$ cat config.mk
export PLATFORM = sky130hd
export DESIGN_NAME = bist_ctrl
export DESIGN_NICKNAME = d
export VERILOG_FILES = /design/src/rtl/bist_ctrl.sv
export SDC_FILE = /design/constraint.sdc
export NUM_CORES = 1
export LEC_CHECK = 0
export CORE_MARGIN = 3
export CORE_UTILIZATION = 51
export DETAILED_ROUTE_END_ITERATION = 12
export GPL_ROUTABILITY_DRIVEN = 1
export PLACE_DENSITY = 0.77
export SYNTH_ARGS = -nofsm -noshare
export SYNTH_HDL_FRONTEND = slang
export SYNTH_SLANG_ARGS = --single-unit
$ cat constraint.sdc
create_clock -name clk -period 2.1 [get_ports clk]
set_input_delay 0.21 -clock clk [delete_from_list [all_inputs] [get_ports clk]]
set_output_delay 0.21 -clock clk [all_outputs]
set_load 0.05 [all_outputs]
$ cat src/rtl/bist_ctrl.sv
// BIST sequencer: clears the MISR, drives an LFSR pattern burst,
// then captures and judges the final signature.
module bist_ctrl #(
  parameter int          NUM_PATTERNS = 15,
  parameter logic [3:0]  LFSR_SEED    = 4'b0001,
  parameter logic [3:0]  GOLDEN_SIG   = 4'h0
) (
  input  logic       clk,
  input  logic       rst,
  input  logic       start,
  input  logic       abort,
  input  logic [3:0] sig_in,
  output logic [3:0] pattern,
  output logic       misr_n_rst,
  output logic       busy,
  output logic       done,
  output logic       pass,
  output logic [3:0] sig_captured
);

  localparam int CW = $clog2(NUM_PATTERNS + 1);
  localparam logic [CW-1:0] LAST = CW'(NUM_PATTERNS - 1);

  typedef enum logic [2:0] {
    IDLE, CLEAR, RUN, COMPARE, DONE
  } state_t;

  state_t        state;
  logic [3:0]    lfsr;
  logic [CW-1:0] cnt;
  logic          go;

  function automatic logic [3:0] lfsr_next(input logic [3:0] q);
    return {q[2:0], q[3] ^ q[0]};
  endfunction

  assign go = start && !abort &&
              (state == IDLE || state == DONE);

  always_ff @(posedge clk or posedge rst) begin
    if (rst) begin
      state        <= IDLE;
      lfsr         <= LFSR_SEED;
      cnt          <= '0;
      pattern      <= 4'h0;
      misr_n_rst   <= 1'b0;
      busy         <= 1'b0;
      done         <= 1'b0;
      pass         <= 1'b0;
      sig_captured <= 4'h0;
    end else if (abort && state != IDLE) begin
      state        <= IDLE;
      lfsr         <= LFSR_SEED;
      cnt          <= '0;
      pattern      <= 4'h0;
      misr_n_rst   <= 1'b0;
      busy         <= 1'b0;
      done         <= 1'b0;
      pass         <= 1'b0;
      sig_captured <= 4'h0;
    end else if (go) begin
      state        <= CLEAR;
      lfsr         <= LFSR_SEED;
      cnt          <= '0;
      pattern      <= 4'h0;
      misr_n_rst   <= 1'b0;
      busy         <= 1'b1;
      done         <= 1'b0;
      pass         <= 1'b0;
      sig_captured <= 4'h0;
    end else begin
      case (state)
        CLEAR: begin
          // pattern flop tracks the LFSR throughout RUN
          state      <= RUN;
          pattern    <= lfsr;
          misr_n_rst <= 1'b1;
        end
        RUN: begin
          if (cnt == LAST) begin
            state   <= COMPARE;
            pattern <= 4'h0;
          end else begin
            cnt     <= cnt + 1'b1;
            lfsr    <= lfsr_next(lfsr);
            pattern <= lfsr_next(lfsr);
          end
        end
        COMPARE: begin
          state        <= DONE;
          sig_captured <= sig_in;
          pass         <= (sig_in == GOLDEN_SIG);
          busy         <= 1'b0;
          done         <= 1'b1;
        end
        default: ;
      endcase
    end
  end

endmodule

=== Yosys cells after proc, flatten, opt, wreduce, memory -nomap -nowiden ===
Cells that the tools add are included.

* Register bits after elaboration: 23
* Word-level logic and storage cells: 64

* Multiplexer cells: 31
* Bitwise operators: 1
* Equal/unequal tests: 7
* Reduce and logical (&&, ||, !) cells: 15
* $add $sub $neg: 1

{| class="wikitable"
|+ Operator list
! operator !! count
|-
| 4-bit two-way mux || 14
|-
| 1-bit two-way mux || 12
|-
| 3-bit nonzero test || 4
|-
| 3-bit two-way mux || 3
|-
| 3-bit one-hot mux with 3 select lines || 1
|-
| 4-bit one-hot mux with 2 select lines || 1
|-
| 3-bit by 2-bit == test with 1-bit output, second input constant || 2
|-
| 5-bit nonzero test || 1
|-
| 4-bit by 1-bit adder with 4-bit output, second input constant || 1
|-
| 4-bit == test, second input constant || 1
|-
| 4-bit zero test || 1
|-
| 4-bit inequality test, second input constant || 1
|-
| 2-bit AND reduction || 2
|-
| 4-bit nonzero test || 1
|-
| 3-bit by 1-bit == test with 1-bit output, second input constant || 1
|-
| 3-bit == test, second input constant || 1
|-
| 1-bit logical AND || 3
|-
| 3-bit zero test || 1
|-
| 3-bit inequality test, second input constant || 1
|-
| 1-bit zero test || 1
|-
| 1-bit logical OR || 1
|-
| 1-bit bitwise XOR || 1
|}

=== Logic depth before layout (Yosys ltp) ===
Gate-level depths: netlist of the first run.

* Word-level depth: 5
* Gate-level depth with buffers: 7
* Depth with buffers taken out: 6

=== Least setup slack after synthesis of the first run ===
OpenSTA, ideal clock, no wires.

* Path type: register -> register
* From: register state[2]
* To: register lfsr[3]
* Setup slack: 0.577 ns
* Setup time: 0.121 ns
* Clock period less this slack: 1.523 ns
* Cell stages (with the launch flop): 7
* Data arrival time: 1.402 ns
* Cells stage by stage: dfrtp_1 -> buf_2 -> or3b_4 -> nor2_4 -> buf_6 -> mux2i_1 -> nor2_2

* Word-level cells in the longest chain between the ends: 5
* Elaborated cells on any way between the ends: 12
* Those cells by class: eq/ne (3); mux (2); reduce/logical (7)

{| class="wikitable"
|+ Ends and longest elaborated chain
! item !! RTL line !! RTL
|-
| start, declared || 28 || <nowiki>state_t state;</nowiki>
|-
| start signal, assigned || 42 || <nowiki>state <= IDLE;</nowiki>
|-
| start signal, assigned || 52 || <nowiki>state <= IDLE;</nowiki>
|-
| start signal, assigned || 62 || <nowiki>state <= CLEAR;</nowiki>
|-
| 3-bit == test / 3-bit zero test (equally long branches) || 38 || <nowiki>(state == IDLE || state == DONE);</nowiki>
|-
| 1-bit logical OR || 38 ||
|-
| 1-bit logical AND || 37 || <nowiki>assign go = start && !abort &&</nowiki>
|-
| 3-bit inequality test (no source line) (tied with other cells) || -- ||
|-
| 2-bit AND reduction (no source line) / 4-bit two-way mux (equally long branches) || -- ||
|-
| end signal, assigned || 85 || <nowiki>lfsr <= lfsr_next(lfsr);</nowiki>
|-
| end, declared || 29 || <nowiki>logic [3:0] lfsr;</nowiki>
|}

Parallel ways exist; a longest one is shown, timed or not.
A chain may end at the register's enable or synchronous reset.

=== Worst setup path in the final report of the first run ===
* From: register busy
* To: output busy

{| class="wikitable"
|+ RTL lines
! item !! RTL line !! RTL
|-
| start, declared || 15 || <nowiki>output logic busy,</nowiki>
|-
| start signal, assigned || 47 || <nowiki>busy <= 1'b0;</nowiki>
|-
| start signal, assigned || 57 || <nowiki>busy <= 1'b0;</nowiki>
|-
| start signal, assigned || 67 || <nowiki>busy <= 1'b1;</nowiki>
|}

No word-level cell between the ends.

==> reports/results.ini, run 1 <==
[hold_path]
min_path_type=in2async

[final_layout]
final_cells=161
syn2layout_area_growth_pct=20.2
drive_above_1_share_pct=11.9
fin_area_mm2=0.00140
antenna_cells=0
nets=145

[setup_path]
r2r_cells=4
cp-end-kind=output port
cp_num_cells=1
crit_type=reg2out
crit_path_start=busy
reg2reg_from=state[0]
path_buf_inv=1
crit_slowest_cell=clkdlybuf4s50_1
cp-start-kind=register
path_max_fanout=4
max_stage_delay_ps=810
crit_chain=clkdlybuf4s50_1
crit_family=buffers and inverters
arrival_ps=1510
worstPathRequired_ps=1890
ff2ff_setup_slack_ps=380

[logic_synthesis]
synthFlopType=dfrtp_1
ys_ff_latch=23
avgSynthCellArea_um2=10.2
syn_inst=114
yosys_warnings=0
synth_area_mm2=0.00116
synth_async_sr_flop_share_pct=100
synth_top_area_cell=dfrtp_1
syn_nets=124
synth_edf_count=0
synth_cell_type_count=36
yosys.area.top_type_share_pct=47.4
synth-seq-area-share_pct=49.7
yosys-top-cells-area=dfrtp_1, a21oi_1, nand3_1, o2bb2ai_1, xnor2_1

[grt]
grt_usage_pct=17.6
grt_pass1_vias=882
grt.overflow.total=0
grt_max_degree=24
grt_pass1_wl_um=3750
antenna_found_initial=0

[clock_tree]
clk_pin_slew_ps=120
cts_buffer_depth=2
cts_tree=yes
cts_setup_buffers=0
cts_resized=0
hold_buffers=0
cts_made_buffers=3
clock_latency_ps=300
cts.htree.levels=1
cts.sinks=23
cts-root-buf=clkbuf_4

[power]
leakagePower_nw=0.576
ir_drop_mv=0.731
p_per_area_mw_per_mm2=1040

[timing]
setup_viol=0
fin_hold_ws_ps=240
finalMaxSlewViolations=0
finalHoldViolCount=0
tightest_slew_ps=503
finalCritPeriodShare_pct=82.0
rsz0062_at_grt=false
maxSlewHeadroom_pct=66.3
period_minus_slack_ps=1720
clock_skew_ps=3.98
max_freq_ghz=0.581
fin_setup_tns_ps=0

[routing]
wire_per_inst_um=13.2
ant_nets=0
drt_wl_total_um=2120
drt-pass1-iter-count=4
routed-via-count=865
vias_per_cell=5.37
drt_iter0_drc=18
drc=0

[placed_design]
dp_cells=157
port_buffers=19
postPlaceCellArea_mm2=0.00137
dpl.hpwl_um=1570
place_congestion=0.842

[job]
maxCapViolCount=0

[floorplanning]
core_area_mm2=0.00206
std_cell_rows=16
die_area_mm2=0.00289
start_util_pct=56.3
die_h_um=53.7
die_w_um=53.7
pin_count=20

[status]
status=finished, final reports clean

logic make-up after synthesis:
| family | count (synthesis) | synth area share, % |
|---|---|---|
| AND/OR/NAND/NOR | 40 | 18.5 |
| AO/OA/AOI/OAI | 30 | 18.0 |
| flip-flops | 23 | 49.7 |
| buffers and inverters | 11 | 5.28 |
| XOR/XNOR | 5 | 3.77 |
| multiplexers | 3 | 2.59 |
| adder cells (fa/ha/maj) | 2 | 2.15 |
sequential cells by signal (all words and copies together) (netlist names):
| name | cells |
|---|---|
| busy | 1 |
| cnt | 4 |
| done | 1 |
| lfsr | 4 |
| misr_n_rst | 1 |
| pass | 1 |
| pattern | 4 |
| sig_captured | 4 |
| state | 3 |
cell usage in the layout (no fill, tap or decap), types with 2 or more instances in the layout:
cell	Yosys	final
mux2i_1	3	3
xnor2_1	4	4
o21ai_0	3	3
clkdlybuf4s50_1	0	19
ha_1	2	2
clkbuf_4	0	3
o2bb2ai_1	4	4
nor2_1	9	9
inv_1	4	4
nand2b_1	3	3
a21oi_1	10	10
a22oi_1	4	4
nand3_1	9	9
o21a_1	2	2
nand2_1	6	6
buf_4	0	4
dfrtp_1	22	22
nor2_2	3	3
nor2b_1	2	2
report_power, final:
group | internal, mW | switching [mW] | total (mW)
Combinational | 0.242 | 0.391 | 0.633
Sequential | 0.531 | 0.0864 | 0.617
Clock | 0.0738 | 0.121 | 0.195
Yosys cell counts, types with 2 or more instances:
| library cell | instances |
|---|---|
| a22oi_1 | 4 |
| o21ai_0 | 3 |
| dfrtp_1 | 22 |
| inv_1 | 4 |
| nor2_2 | 3 |
| o21a_1 | 2 |
| a21oi_1 | 10 |
| xnor2_1 | 4 |
| nor2b_1 | 2 |
| nand3_1 | 9 |
| nor2_1 | 9 |
| o2bb2ai_1 | 4 |
| buf_6 | 2 |
| nand2_1 | 6 |
| ha_1 | 2 |
| buf_2 | 4 |
| nand2b_1 | 3 |
| mux2i_1 | 3 |
final timing paths:
check                                   to
min in group clk           sig_captured[2]
min                        sig_captured[0]
max reg2reg                        lfsr[0]
min reg2reg                     pattern[0]
max                                   busy
max in group asynchronous          lfsr[0]
through the flow:
stage	total power, mW	utilization, %	worst slack (ps)
2_1_floorplan	1.09	-	577
3_3_place_gp	1.24	66.4	445
3_5_place_dp	1.26	66.4	403
4_1_cts	1.46	67.7	360
5_1_grt	1.54	67.7	315
6_report	1.45	67.7	378
layer usage:
metal	wire length (um)	share of wire (%)	track usage, %
met1	1060	50	24.6
met2	987	47	27.4
met3	57	2.7	3.32
met4	13	0.61	5.53
met5	0	0	0
area by class of cell:
class | count | area [um2]
fillers | 174 | 667
well taps | 27 | 33.8
inverters | 4 | 15.0
clock buffers | 4 | 26.3
multi-input cells | 80 | 523
flip-flops and latches | 23 | 577
repair buffers | 23 | 220
No activity file was read; power rests on OpenSTA's default activity.
==> run 2: changes to the inputs <==
--- a/config.mk
+++ b/config.mk
@@ -6,10 +6,10 @@
 export NUM_CORES = 1
 export LEC_CHECK = 0
 export CORE_MARGIN = 3
-export CORE_UTILIZATION = 51
+export CORE_UTILIZATION = 46
 export DETAILED_ROUTE_END_ITERATION = 12
 export GPL_ROUTABILITY_DRIVEN = 1
-export PLACE_DENSITY = 0.77
+export PLACE_DENSITY = 0.74
 export SYNTH_ARGS = -nofsm -noshare
 export SYNTH_HDL_FRONTEND = slang
 export SYNTH_SLANG_ARGS = --single-unit
==> constraint.sdc (replaced) <==
create_clock -name clk -period 1.4 [get_ports clk]
set_input_delay 0.14 -clock clk [delete_from_list [all_inputs] [get_ports clk]]
set_output_delay 0.14 -clock clk [all_outputs]
set_load 0.05 [all_outputs]
==> run 2 against run 1 <==
Effect of this change:
- the run now ends with setup timing left
- critical path depth rose by 4
- clock-buffer cell count did not move
- via count rose by 14%
- setup slack worse by 510 ps
- flip-flop and latch count unchanged
- highest routed layer unchanged
==> reports/results.ini, run 2 (same netlist as run 1, synthesis figures left out) <==
[routing]
wire_per_inst_um=14.5  ; +10%
routed.top_layer=met4
drt_wl_total_um=2610  ; +23%
met1Wirelength_um=1140  ; +7.7%
drt-pass1-iter-count=4  ; unchanged
vias_per_cell=5.46  ; +1.5%
dr_wl_met2_um=1320  ; +34%
drc=0  ; unchanged
drt_iter0_drc=32  ; +14
ant_nets=0  ; unchanged
routed-via-count=982  ; +14%
wl_met3_um=118  ; +110%

[floorplanning]
pin_count=20  ; unchanged
die_h_um=56.2  ; +4.7%
start_util_pct=50.5  ; -5.8 points
die_w_um=56.2  ; +4.7%
core_area_mm2=0.00230  ; +11%
die_area_mm2=0.00316  ; +9.6%
std_cell_rows=17  ; +1

[final_layout]
seq_area_um2=578  ; +0.22%
antenna_cells=0  ; unchanged
final_cells=180  ; +12%
multi_input_area_um2=583  ; +11%
final_cell_mix=buf_4, dfrtp_1, a21oi_1, nand3_1, nor2_1
drive_above_1_share_pct=36.8  ; +25 points
syn2layout_area_growth_pct=43.9
nets=163  ; +12%
final_common_cell=buf_4
fillers=152  ; -13%
fin_area_mm2=0.00167  ; +20%

[clock_tree]
cts_buffer_depth=2  ; unchanged
cts.htree.levels=1  ; unchanged
cts-root-buf=clkbuf_4
cts_tree=yes
hold_buffers=0  ; unchanged
clk_pin_slew_ps=120  ; about the same
clock_latency_ps=310  ; about the same
cts_made_buffers=3  ; unchanged
cts.sinks=23  ; unchanged

[timing]
tightest_slew_ps=390  ; -113 ps
finalHoldViolCount=0  ; unchanged
period_minus_slack_ps=1530
setup_viol=11  ; +11
fin_hold_ws_ps=94.0  ; -146 ps
rsz0062_at_grt=true
finalCritPeriodShare_pct=109
timing.final.ws_setup_ps=-128  ; -505 ps
max_freq_ghz=0.655
clock_skew_ps=2.53  ; -1.44 ps
finalMaxSlewViolations=0  ; unchanged
maxSlewHeadroom_pct=74.0  ; +7.6 points

[placed_design]
dp_cells=173  ; +10%
dpl.hpwl_um=1880  ; +20%
port_buffers=19  ; unchanged
postPlaceCellArea_mm2=0.00155  ; +13%
place_congestion=0.825  ; -2.0%

[grt]
grt_max_degree=17  ; -29%
grt_pass1_vias=981  ; +11%
grt_usage_pct=18.0  ; +0.45 points
antenna_found_initial=0  ; unchanged
grt_pass1_wl_um=4600  ; +22%
grt.overflow.total=0  ; unchanged

[job]
maxCapViolCount=0  ; unchanged

[setup_path]
rr_endpoint=lfsr[3]
worstPathRequired_ps=1610  ; -280 ps
cp-start-kind=register
reg2reg_from=state[0]
crit_type=reg2reg
cp-end-kind=register
arrival_ps=1740  ; +230 ps
ff2ff_setup_slack_ps=-130  ; -510 ps
path_max_fanout=9  ; +5
r2r_cells=5  ; +1

[power]
leakagePower_nw=0.721  ; +25%
ir_drop_mv=1.28  ; +75%
p_per_area_mw_per_mm2=1530  ; +48%

[status]
violations=setup timing
status=finished with violations

[hold_path]
min_path_type=in2async

run 2: cell types whose count changed in the layout (fill, tap and decap cells not counted), sizes merged:
cell	change
clkdlybuf4s50	-12
buf	+30
run 2: power breakdown:
part / internal [mW] / leakage [nW] / switching [mW] / total, mW
Combinational: 0.629 / 0.401 / 0.695 / 1.32
Sequential: 0.798 / 0.305 / 0.129 / 0.927
Clock: 0.111 / 0.0150 / 0.193 / 0.304
Total: 1.54 / 0.721 / 1.02 / 2.56
run 2: what timing repair did:
action / 4_1_cts / 5_1_grt
resized for setup: 6 / 9
endpoints found under the setup margin: 18 / 12
setup buffers: 1 / 2
pin swaps: 4 / 6
run 2: layer usage:
layer | track usage, % | up-vias
li1 | - | 477
met1 | 23.4 | 481
met2 | 30.1 | 20
met3 | 5.10 | 4
met4 | 3.73 | 0
met5 | 0 | -
run 2: metrics by stage:
step	TNS [ps]	worst slack, ps	utilization, %	total power [mW]
after global placement	-1020	-136	67.4	2.12
after CTS	-594	-118	70.6	2.51
after floorplan	-444	-111	-	1.65
after global routing	-1770	-197	72.7	2.71
after detailed placement	-1270	-155	67.4	2.16
final	-945	-128	72.7	2.56
run 2: final cells by class:
type,instances,share of cell area [%]
clock buffers,4,1.57
inverters,4,0.899
multi-input cells,80,34.9
flip-flops and latches,23,34.6
well taps,28,2.10
repair buffers,41,25.9
run 2: worst max-delay path, stage by stage (launching register included):
cell and delay (ps):
dfrtp_2 470, or3b_4 410, nor2_4 140, buf_12 140, mux2i_2 230, nor2_2 40
run 2: how the worst max path moves through the flow:
| stage | startpoint | end | slack, ps | cells after the start |
|---|---|---|---|---|
| after CTS | state[0] | lfsr[3] | -120 | 5 |
| after global routing | state[0] | lfsr[1] | -200 | 5 |
| final | state[0] | lfsr[3] | -130 | 5 |
| after floorplan | state[2] | lfsr[3] | -110 | 6 |
| after global placement | state[0] | pattern[1] | -140 | 5 |
| after detailed placement | state[0] | pattern[3] | -150 | 5 |
==> run 3: changes to the inputs <==
--- a/config.mk
+++ b/config.mk
@@ -5,6 +5,7 @@
 export SDC_FILE = /design/constraint.sdc
 export NUM_CORES = 1
 export LEC_CHECK = 0
+export CAP_MARGIN = 30
 export CORE_MARGIN = 3
 export CORE_UTILIZATION = 46
 export DETAILED_ROUTE_END_ITERATION = 12
==> results of run 3 <==
Final layout, timing and power as in run 2 (identical DEF).
